$ cat config.mk
export PLATFORM = sky130hd
export DESIGN_NAME = mem_sink
export DESIGN_NICKNAME = d
export VERILOG_FILES = /design/src/rtl/mem_sink.sv
export SDC_FILE = /design/constraint.sdc
export NUM_CORES = 1
export LEC_CHECK = 0
export BUFFER_PORTS_ARGS = -buffer_cell sky130_fd_sc_hd__clkbuf_2
export CAP_MARGIN = 20
export CORE_MARGIN = 3
export CORE_UTILIZATION = 60
export CTS_CLUSTER_SIZE = 20
export DETAILED_ROUTE_END_ITERATION = 10
export MAX_ROUTING_LAYER = met4
export PLACE_DENSITY_LB_ADDON = 0.3
export SLEW_MARGIN = 20
export SYNTH_ARGS = -nofsm -noshare
export SYNTH_HDL_FRONTEND = slang
export SYNTH_SLANG_ARGS = --single-unit
$ cat constraint.sdc
create_clock -name clk -period 3.1 [get_ports clk]
set_input_delay 0.62 -clock clk [delete_from_list [all_inputs] [get_ports clk]]
set_output_delay 0.62 -clock clk [all_outputs]
set_load 0.02 [all_outputs]
$ cat src/rtl/mem_sink.sv
`default_nettype none
// ============================================================================
// Module      : mem_sink
// Description : Memory-side consumer for the two-master path stage. Grants the
//               path after a fixed latency, limits burst length, stores each
//               valid word in a register-file memory and exposes a registered
//               host read port, fill count and sticky error flags.
//               Optional feature macro: MEM_SINK_CSUM_EN (running checksum of
//               accepted words on csum_o; tied to 0 when undefined).
// Revision    : 1.0 - initial release
// ============================================================================
module mem_sink #(
   parameter int unsigned DWIDTH    = 8,
   parameter int unsigned AWIDTH    = 4,
   parameter int unsigned GNT_LAT   = 2,
   parameter int unsigned BURST_MAX = 4
) (
   input  logic              clk,
   input  logic              rst_n,
   input  logic              req_i,
   input  logic              valid_i,
   input  logic [DWIDTH-1:0] data_i,
   output logic              gnt_o,
   input  logic              clear_i,
   input  logic [AWIDTH-1:0] rd_addr_i,
   output logic [DWIDTH-1:0] rd_data_o,
   output logic [AWIDTH:0]   wr_cnt_o,
   output logic              full_o,
   output logic              overflow_o,
   output logic              proto_err_o,
   output logic [DWIDTH-1:0] csum_o
);

   localparam int unsigned     c_DEPTH     = 2**AWIDTH;
   localparam logic [AWIDTH:0] c_DEPTH_CNT = (AWIDTH+1)'(c_DEPTH);
   localparam logic [AWIDTH:0] c_LAST_CNT  = (AWIDTH+1)'(c_DEPTH - 1);
   localparam logic [3:0]      c_GNT_LAT   = 4'(GNT_LAT);
   localparam logic [3:0]      c_BURST_MAX = 4'(BURST_MAX);

   typedef enum logic [2:0] {
      ST_IDLE  = 3'd0,
      ST_WAIT  = 3'd1,
      ST_GRANT = 3'd2,
      ST_GAP   = 3'd3,
      ST_FULL  = 3'd4
   } state_t;

   state_t            r_state;
   logic [3:0]        r_lat_cnt;
   logic [3:0]        r_burst_cnt;
   logic              r_gnt;
   logic              r_gnt_q;
   logic [DWIDTH-1:0] r_mem [c_DEPTH];
   logic [AWIDTH-1:0] r_wr_ptr;
   logic [AWIDTH:0]   r_wr_cnt;
   logic              r_overflow;
   logic              r_proto_err;
   logic [DWIDTH-1:0] r_rd_data;

   logic              w_clr;
   logic              w_full;
   logic              w_wr_en;
   logic              w_fill;

   // Reset and clear act identically on everything except the read register
   assign w_clr   = rst_n | clear_i;
   assign w_full  = (r_wr_cnt == c_DEPTH_CNT);
   // Clear/reset outrank a coincident write, so that word is discarded
   assign w_wr_en = valid_i & ~w_full & ~w_clr;
   // This write takes the last free slot
   assign w_fill  = w_wr_en & (r_wr_cnt == c_LAST_CNT);

   // Grant FSM: latency count, burst limiting, forced gap, full lock-out
   always_ff @(posedge clk) begin
      if (w_clr) begin
         r_state     <= ST_IDLE;
         r_lat_cnt   <= 4'd0;
         r_burst_cnt <= 4'd0;
         r_gnt       <= 1'b0;
      end else begin
         case (r_state)
            ST_IDLE: begin
               if (w_fill) begin
                  r_state <= ST_FULL;
                  r_gnt   <= 1'b0;
               end else if (req_i && !w_full) begin
                  if (c_GNT_LAT == 4'd1) begin
                     r_state <= ST_GRANT;
                     r_gnt   <= 1'b1;
                  end else begin
                     r_state   <= ST_WAIT;
                     r_lat_cnt <= 4'd1;
                     r_gnt     <= 1'b0;
                  end
               end
            end
            ST_WAIT: begin
               if (w_fill) begin
                  r_state   <= ST_FULL;
                  r_lat_cnt <= 4'd0;
                  r_gnt     <= 1'b0;
               end else if (!req_i) begin
                  r_state   <= ST_IDLE;
                  r_lat_cnt <= 4'd0;
                  r_gnt     <= 1'b0;
               end else if (r_lat_cnt + 4'd1 == c_GNT_LAT) begin
                  r_state   <= ST_GRANT;
                  r_lat_cnt <= 4'd0;
                  r_gnt     <= 1'b1;
               end else begin
                  r_lat_cnt <= r_lat_cnt + 4'd1;
               end
            end
            ST_GRANT: begin
               // A fill beats a dropped request, which beats the burst limit
               if (w_fill) begin
                  r_state     <= ST_FULL;
                  r_burst_cnt <= 4'd0;
                  r_gnt       <= 1'b0;
               end else if (!req_i) begin
                  r_state     <= ST_IDLE;
                  r_burst_cnt <= 4'd0;
                  r_gnt       <= 1'b0;
               end else if (r_burst_cnt + 4'd1 == c_BURST_MAX) begin
                  r_state     <= ST_GAP;
                  r_burst_cnt <= 4'd0;
                  r_gnt       <= 1'b0;
               end else begin
                  r_burst_cnt <= r_burst_cnt + 4'd1;
                  r_gnt       <= 1'b1;
               end
            end
            ST_GAP: begin
               r_state <= w_fill ? ST_FULL : ST_IDLE;
               r_gnt   <= 1'b0;
            end
            ST_FULL: begin
               r_gnt <= 1'b0;
            end
            default: begin
               r_state <= ST_IDLE;
               r_gnt   <= 1'b0;
            end
         endcase
      end
   end

   // Write bookkeeping: pointer, fill count, sticky overflow and protocol flags
   always_ff @(posedge clk) begin
      if (w_clr) begin
         r_wr_ptr    <= '0;
         r_wr_cnt    <= '0;
         r_overflow  <= 1'b0;
         r_proto_err <= 1'b0;
         r_gnt_q     <= 1'b0;
      end else begin
         // Grant as seen by the path one cycle before its valid
         r_gnt_q <= r_gnt;
         if (w_wr_en) begin
            r_wr_ptr <= r_wr_ptr + 1'b1;
            r_wr_cnt <= r_wr_cnt + 1'b1;
         end
         if (valid_i && w_full) begin
            r_overflow <= 1'b1;
         end
         if (valid_i && !r_gnt_q) begin
            r_proto_err <= 1'b1;
         end
      end
   end

   // Storage array; contents survive reset and clear
   always_ff @(posedge clk) begin
      if (w_wr_en) begin
         r_mem[r_wr_ptr] <= data_i;
      end
   end

   // Host read port; keeps tracking the address through clear
   always_ff @(posedge clk) begin
      if (rst_n) begin
         r_rd_data <= '0;
      end else begin
         r_rd_data <= r_mem[rd_addr_i];
      end
   end

`ifdef MEM_SINK_CSUM_EN
   logic [DWIDTH-1:0] r_csum;

   // Running modular sum of accepted words only
   always_ff @(posedge clk) begin
      if (w_clr) begin
         r_csum <= '0;
      end else if (w_wr_en) begin
         r_csum <= r_csum + data_i;
      end
   end

   assign csum_o = r_csum;
`else
   assign csum_o = '0;
`endif

   assign gnt_o       = r_gnt;
   assign rd_data_o   = r_rd_data;
   assign wr_cnt_o    = r_wr_cnt;
   assign full_o      = w_full;
   assign overflow_o  = r_overflow;
   assign proto_err_o = r_proto_err;

endmodule
`default_nettype wire

==> impl_metrics.toml <==
[routing]
via_per_inst = 6.11
via_count = 3642
routed_wl_um = 12800
post_drt_wl_per_cell_um = 21.6
firstDrtPassIters = 5
wl_met2_um = 6270
ant_nets = 0
wl_met1_um = 5440
top_layer_used = "met4"
drt-initial-drc-count = 297
route.detailed.drc = 0
wl_met3_um = 934

[cells_and_area]
fin_util_pct = 71.1
area_delta_synth_final_pct = 14.7
drive_gt1_share_pct = 26.3
nets = 475
final_cells = 596
diodes = 0
postLayoutCellArea_um2 = 7400

[placement]
dpl.hpwl_um = 8250
post-place-cells = 564
port_buffers = 33
post_dp_cell_area_um2 = 6840
place_congestion = 0.849

[synth]
synth_commonest_cells = "edfxtp_1 (128), dfxtp_1 (32), mux4_2 (32), nor2_1 (32), nand2_1 (18)"
ys_types = 44
synthTopCellsByArea = "edfxtp_1 (60%), mux4_2 (11%), dfxtp_1 (9.9%)"
avgSynthCellArea_um2 = 16.4
ys.warnings.count = 0
async_flop_share_pct = 0
synth_mux_area_share_pct = 13.6
synth_compound_area_share_pct = 4.23
synth_simple_gate_area_share_pct = 6.84
syn_area_um2 = 6450
postSynthCellCount = 393
yosysTopAreaCell = "edfxtp_1"
synth_xor_area_share_pct = 0.814
synth_top_area_share_pct = 59.5
synth_edf_count = 128
yosysMostFrequentCell = "edfxtp_1"
synth-main-ff-cell = "edfxtp_1"
synth_seq_area_share_pct = 69.5
synth-seq-cells = 160
synth-adder-area-share_pct = 2.13
synth_top_family_by_area = "multiplexers"

[global_route]
grt_max_degree = 33
antenna_found_initial = 0
first_global_vias = 3604
grt_overflow = 0
groute.usage.overall_pct = 24.4
grt_pass1_wl_um = 20100

[sta]
period_needed_ns = 2.47
fin_hold_ws_ns = 0.384
slew_headroom_pct = 59.2
fin_setup_tns_ns = 0
drv_slew = 0
final_min_period_over_clock_period_pct = 79.7
rsz0062_at_grt = "no"
skew_ns = 0.00708
max_freq_mhz = 405
tightest_slew_ns = 0.611
setup_viol = 0
hold_violations = 0

[worst_setup_path]
slowest_stage = "nand4bb_1"
path_class = "register to output pin"
crit_cells = 5
critPathMaxStageDelay_ns = 0.38
critPathRequiredTime_ns = 2.48
end_kind = "output pin"
worst-path-buf-inv = 3
path_cells = "inv_1, ha_1, nand4bb_1, inv_6, clkbuf_2"
worstSetupStartpointType = "register"
rr_worst_depth = 7
worstPathMaxFanout = 8
crit_family = "buffers and inverters"
arrival_ns = 1.85

[floorplan]
chipHeight_um = 110
start_util_pct = 62.0
core-area_um2 = 10400
pin_count = 42
num_rows = 37
die_area_um2 = 12000
die_w_um = 110

[power]
power.switching_mw = 0.922
internal-power_mw = 3.60
swShare_pct = 20.4
pwr-share-comb_pct = 5.1
powerDensity_nw_per_um2 = 611
power_frac_clock_pct = 43.1
p_leak_nw = 2.55
p_seq_share_pct = 51.8
peakVddDrop_v = 0.000371

[clock_tree]
cts_tree = "yes"
cts.sinks = 160
htreeDepth = 4
cts_buffers = 17
cts_root_buffer = "clkbuf_8"
cts.repair.resized = 0
cts_hold_buf = 0
clock_latency_ns = 0.52
cts_buffer_depth = 2
clk_pin_slew_ns = 0.06
post_cts_buffers = 0

[job]
cap_violations = 0

[worst_hold_path]
hold_depth = 2
hold_class = "input port to register"

[run_status]
status = "complete, no violations"
[final timing paths]
check,start,to,slack [ns]
worst min register to register,overflow_o,overflow_o,0.47
worst min-delay path,valid_i,wr_cnt_o[4],0.38
worst max-delay path,wr_cnt_o[1],full_o,0.63
worst max register to register,wr_cnt_o[0],r_mem[3][5],0.81
[cell families after synthesis]
kind of cell | Yosys count
compound gates | 42
buf+inv | 35
mux | 48
flops | 160
simple gates | 90
other cells | 1
xor+xnor | 6
fa+ha+maj | 11
[cell type report]
cell class              instances  area, um2
flip-flops and latches        160       4480
inverters                      10       42.5
fillers                       673       3010
multi-input cells             205       1820
clock inverters                10        111
clock buffers                  22        453
well taps                     136        170
repair buffers                 53        328
[stage by stage]
step	setup WS, ns	total power [mW]
6_report	0.631	4.53
5_1_grt	0.472	4.69
4_1_cts	0.575	4.57
3_5_place_dp	0.748	2.62
3_3_place_gp	0.785	2.61
2_1_floorplan	0.641	2.54
[registers in the layout, indices dropped and copies added, names as in the netlist, 3 cells and up]
signal / flops
rd_data_o: 8
r_burst_cnt: 4
r_lat_cnt: 4
r_wr_ptr: 4
r_mem: 128
wr_cnt_o: 5
r_state: 3
[placed cells by master, fill, tap and decap left out, types with 3 or more instances in the layout]
cell type,Yosys,final
dfxtp_1,32,32
o21ai_0,8,8
mux2i_1,16,16
a21oi_1,10,10
clkbuf_2,0,33
conb_1,1,8
a31oi_1,3,3
edfxtp_1,128,128
and2_1,4,4
nand3_1,4,4
buf_4,8,19
clkbuf_1,6,3
ha_1,11,11
clkbuf_16,0,16
inv_1,9,9
nand2b_1,6,6
clkinv_2,0,4
nor2_1,32,32
xor2_1,4,4
nor3_1,11,11
clkinvlp_4,0,3
mux4_2,32,32
nand4_1,3,3
o22ai_1,9,9
clkbuf_8,0,3
nand2_1,18,18
[layer usage]
| layer | track usage (%) | up-vias |
|---|---|---|
| met5 | - | - |
| met3 | 6.81 | 17 |
| met2 | 36.5 | 161 |
| met4 | 7.75 | 0 |
| li1 | - | 1623 |
| met1 | 33.0 | 1841 |
[worst reg2reg max path: stages (launching register included)]
cell and delay (ns):
dfxtp_1 0.42, inv_1 0.07, ha_1 0.19, nand4bb_1 0.35, and3_2 0.41, nand2_1 0.19, nor3_1 0.17, buf_4 0.21
[power groups by stage]
stage                     combinational, mW  sequential, mW  clock [mW]
after floorplan                       0.138            2.40           0
after global placement                0.223            2.39           0
after detailed placement              0.230            2.39           0
after global routing                  0.251            2.35        2.09
final                                 0.230            2.35        1.95
after CTS                             0.233            2.34        1.99
(Power assumes the default switching activity.)
